## config.mk

```make
export PLATFORM = sky130hd
export DESIGN_NAME = msg_packer_flat
export DESIGN_NICKNAME = d
export VERILOG_FILES = /design/src/rtl/msg_packer_if.sv /design/src/rtl/msg_packer.sv /design/src/flat_wrapper.sv
export SDC_FILE = /design/constraint.sdc
export NUM_CORES = 1
export LEC_CHECK = 0
export CAP_MARGIN = 20
export CORE_ASPECT_RATIO = 1.5
export CORE_UTILIZATION = 50
export CTS_CLUSTER_SIZE = 30
export DETAILED_ROUTE_END_ITERATION = 16
export PLACE_DENSITY = 0.8
export SYNTH_ARGS = -nofsm -noshare
export SYNTH_HDL_FRONTEND = slang
export SYNTH_SLANG_ARGS = --single-unit
```

## constraint.sdc

```tcl
create_clock -name clk -period 4.52 [get_ports clk]
set_input_delay 0.904 -clock clk [delete_from_list [all_inputs] [get_ports clk]]
set_output_delay 0.904 -clock clk [all_outputs]
set_load 0.02 [all_outputs]
```

## src/rtl/msg_packer_if.sv

```systemverilog
// Stream-in / frame-out bundle for msg_packer: character stream on the slave
// side, packed frame plus error status toward the encryptor.
interface msg_packer_if #(
  parameter int MSG_LEN = 6
);
  localparam int LW = $clog2(MSG_LEN + 1);

  // Both channels use plain valid/ready: a transfer happens on a rising clk
  // edge where valid and ready are both high; valid holds its payload until then.
  logic [7:0]           in_char;
  logic                 in_valid;
  logic                 in_last;
  logic                 in_ready;
  logic [8*MSG_LEN-1:0] frame_out;
  logic [LW-1:0]        frame_len;
  logic                 frame_valid;
  logic                 frame_ready;
  logic                 err_invalid;
  logic [7:0]           err_count;
  logic                 dbg_state;

  modport slave (
    input  in_char, in_valid, in_last, frame_ready,
    output in_ready, frame_out, frame_len, frame_valid, err_invalid, err_count, dbg_state
  );

  modport master (
    output in_char, in_valid, in_last, frame_ready,
    input  in_ready, frame_out, frame_len, frame_valid, err_invalid, err_count, dbg_state
  );
endinterface

```

## src/rtl/msg_packer.sv

```systemverilog
// Packs a validated character stream into fixed MSG_LEN-byte frames (slot 0 first).
// Define MSG_PACKER_SANITIZE_EN to store invalid bytes as SUB_CHAR instead of dropping them.
module msg_packer #(
  parameter int         MSG_LEN  = 6,
  parameter logic [7:0] PAD_CHAR = 8'h20,
  parameter logic [7:0] SUB_CHAR = 8'h58
) (
  input logic          clk,
  input logic          rst_n,
  msg_packer_if.slave  bus
);
  localparam int LW = $clog2(MSG_LEN + 1);

  typedef enum logic {FILL = 1'b0, HOLD = 1'b1} state_t;

  state_t                  state_q, state_d;
  logic [LW-1:0]           idx_q, idx_d;
  logic [MSG_LEN-1:0][7:0] frame_q, frame_d;
  logic [LW-1:0]           frame_len_q, frame_len_d;
  logic                    in_ready_q, in_ready_d;
  logic                    frame_valid_q, frame_valid_d;
  logic                    err_invalid_q, err_invalid_d;
  logic [7:0]              err_count_q, err_count_d;

  logic                    accept;
  logic                    char_ok;
  logic                    store;
  logic                    close;
  logic [7:0]              store_char;
  logic [LW-1:0]           cnt_next;

  function automatic logic is_legal(input logic [7:0] c);
    return ((c >= 8'h41) && (c <= 8'h5A)) ||
           ((c >= 8'h61) && (c <= 8'h7A)) ||
           (c == 8'h20);
  endfunction

  always_comb begin
    accept     = bus.in_valid && in_ready_q && (state_q == FILL);
    char_ok    = is_legal(bus.in_char);
    // Substitution is harmless when invalid bytes are dropped: they never get stored.
    store_char = char_ok ? bus.in_char : SUB_CHAR;
`ifdef MSG_PACKER_SANITIZE_EN
    store      = accept;
`else
    store      = accept && char_ok;
`endif
    close      = accept && (bus.in_last || (store && (idx_q == LW'(MSG_LEN - 1))));
    cnt_next   = idx_q + LW'(store);

    state_d       = state_q;
    idx_d         = idx_q;
    frame_d       = frame_q;
    frame_len_d   = frame_len_q;
    in_ready_d    = in_ready_q;
    frame_valid_d = frame_valid_q;
    err_invalid_d = accept && !char_ok;
    err_count_d   = err_count_q;

    if (err_invalid_d && (err_count_q != 8'hFF)) begin
      err_count_d = err_count_q + 8'd1;
    end

    case (state_q)
      FILL: begin
        in_ready_d = 1'b1;
        if (store) begin
          frame_d[idx_q] = store_char;
          idx_d          = cnt_next;
        end
        if (close) begin
          idx_d = '0;
          // An empty frame is silently discarded and filling simply restarts.
          if (cnt_next != '0) begin
            for (int k = 0; k < MSG_LEN; k++) begin
              if (k >= int'(cnt_next)) frame_d[k] = PAD_CHAR;
            end
            frame_len_d   = cnt_next;
            state_d       = HOLD;
            in_ready_d    = 1'b0;
            frame_valid_d = 1'b1;
          end
        end
      end
      HOLD: begin
        if (bus.frame_ready) begin
          state_d       = FILL;
          idx_d         = '0;
          in_ready_d    = 1'b1;
          frame_valid_d = 1'b0;
        end
      end
      default: state_d = FILL;
    endcase
  end

  always_ff @(posedge clk or negedge rst_n) begin
    if (!rst_n) begin
      state_q       <= FILL;
      idx_q         <= '0;
      frame_q       <= {MSG_LEN{PAD_CHAR}};
      frame_len_q   <= '0;
      in_ready_q    <= 1'b0;
      frame_valid_q <= 1'b0;
      err_invalid_q <= 1'b0;
      err_count_q   <= 8'h00;
    end else begin
      state_q       <= state_d;
      idx_q         <= idx_d;
      frame_q       <= frame_d;
      frame_len_q   <= frame_len_d;
      in_ready_q    <= in_ready_d;
      frame_valid_q <= frame_valid_d;
      err_invalid_q <= err_invalid_d;
      err_count_q   <= err_count_d;
    end
  end

  assign bus.in_ready    = in_ready_q;
  assign bus.frame_out   = frame_q;
  assign bus.frame_len   = frame_len_q;
  assign bus.frame_valid = frame_valid_q;
  assign bus.err_invalid = err_invalid_q;
  assign bus.err_count   = err_count_q;
  assign bus.dbg_state   = (state_q == HOLD);
endmodule

```

## src/flat_wrapper.sv

```systemverilog
// flat-port wrapper written by rule: the top's interface ports become plain ports
module msg_packer_flat 
#(
  parameter int         MSG_LEN  = 6,
  parameter logic [7:0] PAD_CHAR = 8'h20,
  parameter logic [7:0] SUB_CHAR = 8'h58
)
  (clk, rst_n, bus_in_char, bus_in_valid, bus_in_last, bus_frame_ready, bus_in_ready, bus_frame_out, bus_frame_len, bus_frame_valid, bus_err_invalid, bus_err_count, bus_dbg_state);
  msg_packer_if #(.MSG_LEN(MSG_LEN)) bus_i ();
  input logic clk;
  input logic rst_n;
  input wire logic [$bits(bus_i.in_char)-1:0] bus_in_char;
  input wire logic [$bits(bus_i.in_valid)-1:0] bus_in_valid;
  input wire logic [$bits(bus_i.in_last)-1:0] bus_in_last;
  input wire logic [$bits(bus_i.frame_ready)-1:0] bus_frame_ready;
  output wire logic [$bits(bus_i.in_ready)-1:0] bus_in_ready;
  output wire logic [$bits(bus_i.frame_out)-1:0] bus_frame_out;
  output wire logic [$bits(bus_i.frame_len)-1:0] bus_frame_len;
  output wire logic [$bits(bus_i.frame_valid)-1:0] bus_frame_valid;
  output wire logic [$bits(bus_i.err_invalid)-1:0] bus_err_invalid;
  output wire logic [$bits(bus_i.err_count)-1:0] bus_err_count;
  output wire logic [$bits(bus_i.dbg_state)-1:0] bus_dbg_state;
  assign bus_i.in_char = bus_in_char;
  assign bus_i.in_valid = bus_in_valid;
  assign bus_i.in_last = bus_in_last;
  assign bus_i.frame_ready = bus_frame_ready;
  assign bus_in_ready = bus_i.in_ready;
  assign bus_frame_out = bus_i.frame_out;
  assign bus_frame_len = bus_i.frame_len;
  assign bus_frame_valid = bus_i.frame_valid;
  assign bus_err_invalid = bus_i.err_invalid;
  assign bus_err_count = bus_i.err_count;
  assign bus_dbg_state = bus_i.dbg_state;
  msg_packer #(.MSG_LEN(MSG_LEN), .PAD_CHAR(PAD_CHAR), .SUB_CHAR(SUB_CHAR)) u_core (.clk(clk), .rst_n(rst_n), .bus(bus_i));
endmodule
```

==> reports/metrics.cfg <==
[cts]
clock_latency_ns = 0.36
post-cts-setup-buffer-count = 0
path_clk_slew_ns = 0.07
ctsResizeCount = 0
cts_buffer_depth = 2
htreeDepth = 3
clock_sinks = 66
cts_tree = yes
cts_root_buf = clkbuf_8
hold_buffers = 0
numCtsBuffers = 9

[finish]
final_cell_mix = clkdlybuf4s50_1 (74), dfrtp_1 (60), a21oi_1 (23)
nets = 394
layout_commonest_cell = clkdlybuf4s50_1
drive_above_1_share = 0.107
antennaDiodeCount = 0
area_growth_pct = 32.7
fin_area_mm2 = 0.00421

[global_route]
grt_pass1_vias = 2808
antenna_found_initial = 0
track_usage = 0.272
grt_max_degree = 38
grt-ovfl-total = 0
grt_pass1_wl_um = 13400

[setup_path]
r2r_end = u_core.bus.frame_out[37]
worstSetupStartpointType = primary input
reg2reg_from = u_core.bus.dbg_state
cp-end-kind = flop
required_ns = 4.80
ff2ff_path_depth = 11
arrival_ns = 4.06
criticalPathCategory = primary input to flop
regToRegSetupSlack_ns = 1.31
crit_fanout = 10

[yosys]
synth-edff-count = 0
synth_top_family_by_area = compound AO/OA/AOI/OAI gates
synth_seq_cells = 66
yosys_warnings = 0
async_flop_share = 1.00
postSynthAreaPerCell_um2 = 10.5
synth_fa_ha_area_frac = 0.0118
netlist_instances = 303
synth-simple-area-share = 0.167
synth.area.mux_share = 0.0335
synth_xor_area_frac = 0.0276
seq_area_frac_synth = 0.522
syn_nets = 319
synth_compound_gate_area_share = 0.203
synth_cell_types = 56
syn_area_mm2 = 0.00318
ys.flop_type = dfrtp_1

[timing]
skew_ns = 0.0136
fin_setup_tns_ns = 0
final-max-slew-violation-count = 0
min_period_ns = 3.78
worst_pin_slew_ns = 0.654
slew_headroom = 0.564
timing.fmax_mhz = 265
hold_violations = 0
setup_viol_count_final = 0
rsz0062_at_grt = false
finalCritPeriodShare = 0.836

[floorplan]
num_rows = 35
start_util = 0.518
die-area_mm2 = 0.00668
fp.coreArea_mm2 = 0.00613
io_pins = 76
die_height_um = 99.6
die_x_um = 67.1

[run]
max_cap_viol_count = 0

[route]
final_antenna_net_count = 0
wl_per_cell_um = 17.8
num_vias = 2739
dr.pass1.iters = 5
avgViaCountPerCell = 5.99
drt-initial-drc-count = 204
wl_um = 8120
drc = 0

[placed_design]
place_hpwl_um = 5790
port_buffers = 75
dpl-instance-area_mm2 = 0.00398
place_congestion = 0.865

[pwr]
p_per_area_mw_per_mm2 = 419
finalPower_w = 0.00177
vdd_ir_drop_max_mv = 0.346
total_leakage_power_nw = 1.76

[min_path]
hold_depth = 2
hp-start = u_core.bus.frame_out[45]
holdPathEnd = u_core.bus.frame_out[45]
hp-class = flop to flop

[status]
status = finished clean

==> worst max-delay path, stage by stage <==
cell and delay (ns):
clkdlybuf4s50_1 0.54, or3_1 0.46, o22ai_2 0.31, a31oi_4 0.13
inv_1 0.09, ha_1 0.14, ha_1 0.34, nor2_1 0.25
xnor2_1 0.21, nand2b_1 0.30, inv_1 0.08, o32a_1 0.32
==> logic make-up after synthesis <==
family	after synthesis
AO/OA/AOI/OAI	94
XOR/XNOR	10
multiplexers	8
adder cells (fa/ha/maj)	3
flip-flops	66
AND/OR/NAND/NOR	96
buffers and inverters	26
==> worst max-delay path by stage <==
stage / startpoint / to / cells past startpoint
floorplan: bus_in_char[2] / u_core.bus.frame_out[37] / 14
global placement: bus_in_char[1] / u_core.bus.frame_out[37] / 12
detailed placement: bus_in_char[1] / u_core.bus.frame_out[37] / 12
CTS: bus_in_char[1] / u_core.bus.frame_out[37] / 12
global route: bus_in_char[1] / u_core.bus.frame_out[37] / 12
finish: bus_in_char[2] / u_core.bus.frame_out[37] / 12
==> per-layer routing <==
metal  wire length (um)  vias up  GRT usage
li1                   -     1271          -
met2               4250      105      0.449
met3                442       20     0.0424
met1               3140     1343      0.323
met4                293        0      0.167
met5                  0        -          0
==> final cells by class <==
type,instances,area (um^2)
clock inverters,4,73.8
repair buffers,82,796
well taps,74,92.6
fillers,497,1920
flip-flops and latches,66,1660
clock buffers,12,155
multi-input cells,211,1410
inverters,8,30.0
==> report_power, final <==
| part | internal [W] | switching [W] |
|---|---|---|
| logic | 0.000226 | 0.000232 |
| registers | 0.000677 | 0.0000628 |
| clock network | 0.000341 | 0.000229 |
==> through the flow <==
| stage | instances | hold WS (ns) | setup WS [ns] | util |
|---|---|---|---|---|
| after global placement | 440 | 0.454 | 0.463 | 0.649 |
| after global routing | 457 | 0.496 | 0.454 | 0.687 |
| after detailed placement | 440 | 0.459 | 0.398 | 0.649 |
| final | 457 | 0.488 | 0.740 | 0.687 |
| after floorplan | 303 | 0.493 | 0.728 | - |
| after CTS | 456 | 0.479 | 0.763 | 0.687 |
==> registers in the layout, indices dropped and copies added (netlist names) <==
name,count
u_core.bus.frame_len,3
u_core.bus.err_count,8
u_core.bus.err_invalid,1
u_core.idx_q,3
u_core.bus.frame_valid,1
u_core.bus.dbg_state,1
u_core.bus.in_ready,1
u_core.bus.frame_out,48
==> cells in the mapped netlist, drive strengths merged, types with 2 or more instances <==
library cell  instances  area share
mux2i                 2      0.0063
clkbuf               12       0.014
buf                   6       0.011
and3                  7       0.014
dfrtp                60        0.47
o22ai                 6       0.014
nand3                12       0.019
nor3b                 2      0.0047
a311oi                3      0.0083
a22o                  2      0.0055
or3                   2      0.0039
nand4b                2      0.0055
nand4                11       0.022
a21boi                4      0.0095
a31oi                 2      0.0087
nor2                 14       0.017
ha                    3       0.012
a211oi                5       0.013
nand2                16       0.019
nor3                  3      0.0047
nand3b                3      0.0071
a21oi                23       0.036
nor2b                 5      0.0099
a211o                 2      0.0055
a32o                  2      0.0063
o211ai                7       0.017
nor4                  2      0.0039
xnor2                 9       0.025
inv                   8      0.0095
nor4b                 2      0.0075
o21ai                22       0.035
dfstp                 6       0.050
mux2                  6       0.027
o2bb2ai               6       0.017
and2                  5      0.0099
nand2b                9       0.018
a2bb2oi               2      0.0055
No activity file was read; power rests on OpenSTA's default activity.
